## src/rtl/axi4_lite_addr_decoder.sv

```systemverilog
// axi4_lite_addr_decoder: per-master AXI4-Lite address decoder for the interconnect.
// Decodes AW/AR addresses against SLAVE_NUM base/mask windows, flags unmapped addresses
// (DECERR), and tracks in-flight transactions per direction. A new address to a different
// target is stalled while responses are pending, so responses come back in order.
// Optional macro AXI_ADDR_DEC_ERR_LOG_EN adds a sticky log of the last DECERR address handshake.

// One direction (AW/B or AR/R): outstanding counter, current target and response routing.
module axi4_lite_addr_decoder_chan #(
  parameter int SLAVE_NUM       = 4,
  parameter int MAX_OUTSTANDING = 4,
  parameter int TW              = 3
) (
  input  logic                 clk,
  input  logic                 rst,
  input  logic [TW-1:0]        tgt_i,
  input  logic                 valid_i,
  input  logic                 ready_i,
  input  logic                 rsp_valid_i,
  input  logic                 rsp_ready_i,
  output logic                 stall_o,
  output logic [SLAVE_NUM-1:0] rsp_sel_o,
  output logic                 rsp_decerr_o
);
  localparam int            CW      = $clog2(MAX_OUTSTANDING + 1);
  localparam logic [CW-1:0] MAX_CNT = CW'(MAX_OUTSTANDING);
  // The error responder is encoded as one past the last slave index.
  localparam logic [TW-1:0] ERR_TGT = TW'(SLAVE_NUM);

  logic [CW-1:0] cnt_q, cnt_d;
  logic [TW-1:0] cur_tgt_q, cur_tgt_d;
  logic          cnt_nz, addr_hs, rsp_hs;

  assign cnt_nz  = (cnt_q != '0);
  assign stall_o = valid_i & ((cnt_q == MAX_CNT) | (cnt_nz & (tgt_i != cur_tgt_q)));
  assign addr_hs = valid_i & ready_i & ~stall_o;
  // A response with nothing outstanding is ignored so the counter cannot underflow.
  assign rsp_hs  = rsp_valid_i & rsp_ready_i & cnt_nz;

  // Next-state for the outstanding count and the target responses are routed from.
  always_comb begin
    // NOTE: every always_comb output gets a default first so no path can infer a latch.
    cnt_d     = cnt_q;
    cur_tgt_d = cur_tgt_q;
    if (addr_hs) cur_tgt_d = tgt_i;
    unique case ({addr_hs, rsp_hs})
      2'b10:   cnt_d = cnt_q + CW'(1);
      2'b01:   cnt_d = cnt_q - CW'(1);
      default: cnt_d = cnt_q;
    endcase
  end

  // State register with synchronous reset; in-flight state is discarded on reset.
  always_ff @(posedge clk) begin
    // NOTE: sequential state uses non-blocking assignments so all registers update together.
    if (rst) begin
      cnt_q     <= '0;
      cur_tgt_q <= '0;
    end else begin
      cnt_q     <= cnt_d;
      cur_tgt_q <= cur_tgt_d;
    end
  end

  // Registered response routing: one-hot of the current target while anything is in flight.
  always_comb begin
    for (int i = 0; i < SLAVE_NUM; i++) rsp_sel_o[i] = cnt_nz & (cur_tgt_q == TW'(i));
    rsp_decerr_o = cnt_nz & (cur_tgt_q == ERR_TGT);
  end
endmodule

module axi4_lite_addr_decoder #(
  parameter int SLAVE_NUM       = 4,
  parameter int ADDR_WIDTH      = 32,
  parameter logic [SLAVE_NUM*ADDR_WIDTH-1:0] SLAVE_BASE_ADDR =
    {32'h1000_0000, 32'h0000_1000, 32'h0000_0100, 32'h0000_0000},
  parameter logic [SLAVE_NUM*ADDR_WIDTH-1:0] SLAVE_ADDR_MASK =
    {32'hFFFF_FFF0, 32'hFFFF_FFFF, 32'hFFFF_FF00, 32'hFFFF_FF00},
  parameter int MAX_OUTSTANDING = 4
) (
  input  logic                  clk,
  input  logic                  rst,
  input  logic [ADDR_WIDTH-1:0] aw_addr,
  input  logic                  aw_valid,
  input  logic                  aw_ready,
  output logic                  aw_stall,
  output logic [SLAVE_NUM-1:0]  aw_sel,
  output logic                  aw_decerr,
  input  logic                  b_valid,
  input  logic                  b_ready,
  output logic [SLAVE_NUM-1:0]  b_sel,
  output logic                  b_decerr,
  input  logic [ADDR_WIDTH-1:0] ar_addr,
  input  logic                  ar_valid,
  input  logic                  ar_ready,
  output logic                  ar_stall,
  output logic [SLAVE_NUM-1:0]  ar_sel,
  output logic                  ar_decerr,
  input  logic                  r_valid,
  input  logic                  r_ready,
  output logic [SLAVE_NUM-1:0]  r_sel,
  output logic                  r_decerr
`ifdef AXI_ADDR_DEC_ERR_LOG_EN
  ,
  input  logic                  err_clr,
  output logic                  err_valid,
  output logic [ADDR_WIDTH-1:0] err_addr,
  output logic                  err_is_read
`endif
);
  localparam int            TW      = $clog2(SLAVE_NUM + 1);
  localparam logic [TW-1:0] ERR_TGT = TW'(SLAVE_NUM);

  // Window match; scanning downwards lets the lowest matching index win.
  function automatic logic [TW-1:0] decode(input logic [ADDR_WIDTH-1:0] addr);
    logic [ADDR_WIDTH-1:0] base, mask;
    logic [TW-1:0]         tgt;
    tgt = ERR_TGT;
    for (int i = SLAVE_NUM - 1; i >= 0; i--) begin
      base = SLAVE_BASE_ADDR[i*ADDR_WIDTH +: ADDR_WIDTH];
      mask = SLAVE_ADDR_MASK[i*ADDR_WIDTH +: ADDR_WIDTH];
      if ((addr & mask) == (base & mask)) tgt = TW'(i);
    end
    return tgt;
  endfunction

  logic [TW-1:0] aw_tgt, ar_tgt;
  assign aw_tgt = decode(aw_addr);
  assign ar_tgt = decode(ar_addr);

  // Zero-latency address select and DECERR flag, qualified by VALID.
  always_comb begin
    for (int i = 0; i < SLAVE_NUM; i++) begin
      aw_sel[i] = aw_valid & (aw_tgt == TW'(i));
      ar_sel[i] = ar_valid & (ar_tgt == TW'(i));
    end
    aw_decerr = aw_valid & (aw_tgt == ERR_TGT);
    ar_decerr = ar_valid & (ar_tgt == ERR_TGT);
  end

  axi4_lite_addr_decoder_chan #(
    .SLAVE_NUM(SLAVE_NUM), .MAX_OUTSTANDING(MAX_OUTSTANDING), .TW(TW)
  ) u_wr (
    .clk(clk), .rst(rst), .tgt_i(aw_tgt), .valid_i(aw_valid), .ready_i(aw_ready),
    .rsp_valid_i(b_valid), .rsp_ready_i(b_ready),
    .stall_o(aw_stall), .rsp_sel_o(b_sel), .rsp_decerr_o(b_decerr)
  );

  axi4_lite_addr_decoder_chan #(
    .SLAVE_NUM(SLAVE_NUM), .MAX_OUTSTANDING(MAX_OUTSTANDING), .TW(TW)
  ) u_rd (
    .clk(clk), .rst(rst), .tgt_i(ar_tgt), .valid_i(ar_valid), .ready_i(ar_ready),
    .rsp_valid_i(r_valid), .rsp_ready_i(r_ready),
    .stall_o(ar_stall), .rsp_sel_o(r_sel), .rsp_decerr_o(r_decerr)
  );

`ifdef AXI_ADDR_DEC_ERR_LOG_EN
  logic                  aw_err_hs, ar_err_hs;
  logic                  err_valid_q, err_valid_d;
  logic [ADDR_WIDTH-1:0] err_addr_q, err_addr_d;
  logic                  err_is_read_q, err_is_read_d;

  assign aw_err_hs = aw_valid & aw_ready & ~aw_stall & aw_decerr;
  assign ar_err_hs = ar_valid & ar_ready & ~ar_stall & ar_decerr;

  // Error log next-state: write capture beats read capture, any capture beats clear.
  always_comb begin
    err_valid_d   = err_valid_q;
    err_addr_d    = err_addr_q;
    err_is_read_d = err_is_read_q;
    if (aw_err_hs) begin
      err_valid_d   = 1'b1;
      err_addr_d    = aw_addr;
      err_is_read_d = 1'b0;
    end else if (ar_err_hs) begin
      err_valid_d   = 1'b1;
      err_addr_d    = ar_addr;
      err_is_read_d = 1'b1;
    end else if (err_clr) begin
      err_valid_d   = 1'b0;
    end
  end

  // Error log registers.
  always_ff @(posedge clk) begin
    if (rst) begin
      err_valid_q   <= 1'b0;
      err_addr_q    <= '0;
      err_is_read_q <= 1'b0;
    end else begin
      err_valid_q   <= err_valid_d;
      err_addr_q    <= err_addr_d;
      err_is_read_q <= err_is_read_d;
    end
  end

  assign err_valid   = err_valid_q;
  assign err_addr    = err_addr_q;
  assign err_is_read = err_is_read_q;
`endif
endmodule

```

## config.mk

```make
export PLATFORM = sky130hd
export DESIGN_NAME = axi4_lite_addr_decoder
export DESIGN_NICKNAME = d
export VERILOG_FILES = /design/src/rtl/axi4_lite_addr_decoder.sv
export SDC_FILE = /design/constraint.sdc
export NUM_CORES = 1
export LEC_CHECK = 0
export ABC_AREA = 1
export BUFFER_PORTS_ARGS = -buffer_cell sky130_fd_sc_hd__buf_2
export CORE_MARGIN = 2
export CORE_UTILIZATION = 40
export CTS_BUF_LIST = sky130_fd_sc_hd__clkbuf_2 sky130_fd_sc_hd__clkbuf_4 sky130_fd_sc_hd__clkbuf_8
export CTS_CLUSTER_SIZE = 16
export DETAILED_ROUTE_END_ITERATION = 16
export PLACE_DENSITY = 0.79
export SLEW_MARGIN = 20
export SYNTH_ARGS = -nofsm -noshare
export SYNTH_HDL_FRONTEND = slang
export SYNTH_SLANG_ARGS = --single-unit
```

## constraint.sdc

```tcl
create_clock -name clk -period 3.2 [get_ports clk]
set_input_delay 0.64 -clock clk [delete_from_list [all_inputs] [get_ports clk]]
set_output_delay 0.64 -clock clk [all_outputs]
set_load 0.01 [all_outputs]
```

==> results.toml <==
[status]
status = "finished clean"

[global_route]
grt_pass1_wl_mm = 6.810
overflow = 0
globalRouteTotalUtil_pct = 18.48
antenna_found_initial = 0
grt_max_degree = 12
grt_pass1_vias = 1827

[routing]
drt_wl_total_mm = 3.885
ant_nets = 0
drtPass1Iterations = 4
vias_per_cell = 4.510
drc_errors = 0
initialDrtViolationCount = 67
wire_per_inst_um = 8.810
vias = 1989

[timing]
rsz0062_at_grt = "false"
setup_viol = 0
fin_crit_ps = 2728
max-slew-margin-rel_pct = 77.15
tns_ps = 0
period_share_pct = 85.25
clock_skew_ps = 1.297
fmax_mhz = 366.6
setup_slack_ps = 471.9
drv_slew = 0
hold_ws_ps = 472.7
tightestPinTransition_ps = 339.2
finalHoldViolCount = 0

[setup_path]
worstPathMaxFanout = 7
r2r_cells = 13
path_class = "input pin to register"
end_kind = "register"
worstPathArrival_ps = 2850
critPathRequiredTime_ps = 3320
crit_path_start_kind = "input pin"

[logic_synthesis]
ys_seq_area_share_pct = 15.30
synthCells = 295
synth_warnings = 0
syn_area_per_cell_um2 = 5.323
netlist-cell-type-count = 23
synth.ff_latch_count = 12
synthesis.area_mm2 = 0.001570
synth_fp_nets = 373

[die]
coreArea_mm2 = 0.003716
rows = 22
start_util_pct = 42.26
die_h_um = 66.66
die_area_mm2 = 0.004443
ios = 96
chipWidth_um = 66.66

[clocking]
post-cts-setup-buffers = 0
clock-sinks = 12
clock_path_buffers = 2
ctsHtreeMaxLevel = 1
numCtsBuffers = 3
cts-resized-gates = 0
cts_tree = "built"
clk_latency_ps = 230
ctsHoldBuffers = 0
cts_root_buf = "clkbuf_8"
path_clk_slew_ps = 50

[final_layout]
final_area_mm2 = 0.002153
multiInputGateArea_mm2 = 0.001109
antennaDiodeCount = 0
register_area_um2 = 240.2
nFillCells = 392
syn2layout_area_growth_pct = 37.13
nets = 472
layout-drive-gt1-share_pct = 34.35
instances_no_fill = 441

[placement]
routabilityCongestion = 0.8710
placed_area_mm2 = 0.002098
dpl.hpwl_mm = 3.446
io_buffers = 95
dpl_worst_slack_ps = 252.9
placed_cells = 437

[worst_hold_path]
min_path_type = "register to register"
holdPathStages = 2

[pwr]
ir_drop_mv = 0.2196
p_per_area_mw_per_mm2 = 257.3
p_leak_uw = 0.001270

[job]
drv_cap = 0
-- power by group --
group | switching, uW | internal [uW]
clock network | 50.6 | 108
logic | 124 | 90.5
registers | 15.9 | 165
-- layout by cell type (no fill, tap or decap) --
cell      Yosys  final
buf_2         0     95
nor2_1       69     69
nand2_1      65     65
inv_1        52     52
nor2_2       14     14
nand3_1      14     14
dfxtp_1      12     12
o21ai_0      10     10
a21oi_1      10     10
nand2_2       9      9
nand4_1       7      7
nor4_1        6      6
inv_2         5      5
nor3_1        5      5
clkbuf_8      0      4
nor2_4        3      3
nand2_4       3      3
o21ai_1       2      2
fa_1          2      2
ha_1          2      2
nor2_8        1      1
a21oi_2       1      1
nand3b_1      1      1
and3_1        1      1
-- area by class of cell --
class | instances | share of cell area (%)
clock buffers | 4 | 2.557
well taps | 48 | 2.789
inverters | 57 | 9.936
multi-input cells | 225 | 51.48
flip-flops and latches | 12 | 11.16
repair buffers | 95 | 22.08
-- final timing paths --
kind | start | slack [ps] | end
worst max-delay path | aw_addr[27] | 470 | u_wr.cnt_q[2]$_SDFFE_PP0P_
worst min-delay path | u_rd.cnt_q[2]$_SDFFE_PP0P_ | 470 | u_rd.cnt_q[2]$_SDFFE_PP0P_
worst max register to register | u_wr.cur_tgt_q[0]$_SDFFE_PP0P_ | 1100 | u_wr.cnt_q[2]$_SDFFE_PP0P_
worst min register to register | u_rd.cnt_q[2]$_SDFFE_PP0P_ | 470 | u_rd.cnt_q[2]$_SDFFE_PP0P_
-- per-layer routing --
metal / global-route usage [%] / up-vias / part of all wire [%]
met5: 0 / - / 0
met4: 4.592 / 0 / 1.0
met3: 1.182 / 4 / 6.4
met2: 36.25 / 66 / 49
met1: 21.35 / 820 / 44
li1: - / 1099 / -
-- cell usage after synthesis --
| cell | count | share of area, % |
|---|---|---|
| nor2_1 | 69 | 16 |
| nand2_1 | 65 | 16 |
| inv_1 | 52 | 12 |
| nand3_1 | 14 | 4.5 |
| nor2_2 | 14 | 5.6 |
| dfxtp_1 | 12 | 15 |
| a21oi_1 | 10 | 3.2 |
| o21ai_0 | 10 | 3.2 |
| nand2_2 | 9 | 3.6 |
| nand4_1 | 7 | 2.8 |
| nor4_1 | 6 | 2.4 |
| inv_2 | 5 | 1.2 |
| nor3_1 | 5 | 1.6 |
| nand2_4 | 3 | 2.2 |
| nor2_4 | 3 | 2.2 |
| fa_1 | 2 | 2.5 |
| ha_1 | 2 | 1.6 |
| o21ai_1 | 2 | 0.64 |
| a21oi_2 | 1 | 0.56 |
| and3_1 | 1 | 0.40 |
| buf_4 | 1 | 0.48 |
| nand3b_1 | 1 | 0.48 |
| nor2_8 | 1 | 1.3 |
-- kinds of logic after synthesis --
family | Yosys count | share of synthesized area [%]
adder cells (fa/ha/maj) | 4 | 4.143
buffers and inverters | 58 | 14.10
AO/OA/AOI/OAI | 23 | 7.570
AND/OR/NAND/NOR | 198 | 58.88
flip-flops | 12 | 15.30
-- stage by stage --
stage / util [%] / total power, uW
floorplan: - / 310.4
global placement: 56.46 / 392.0
detailed placement: 56.46 / 398.8
CTS: 57.95 / 558.8
global route: 57.95 / 601.9
finish: 57.95 / 554.0
-- worst max-delay path: stages --
cell	delay, ps
buf_2	100
nor2_1	100
nand2_1	110
inv_2	60
nand2_1	90
nor2_4	150
nand2_2	70
nand2_1	100
nand2_1	60
nand4_1	110
nand2_2	80
nand2_4	90
ha_1	150
inv_1	70
fa_1	380
a21oi_1	150
o21ai_0	110
o21ai_0	170
a21oi_1	50
-- sequential cells by signal, summed over array words and instances (netlist names) --
name	count
u_rd.cnt_q	3
u_wr.cnt_q	3
u_rd.cur_tgt_q	3
u_wr.cur_tgt_q	3
(Power assumes the default switching activity.)
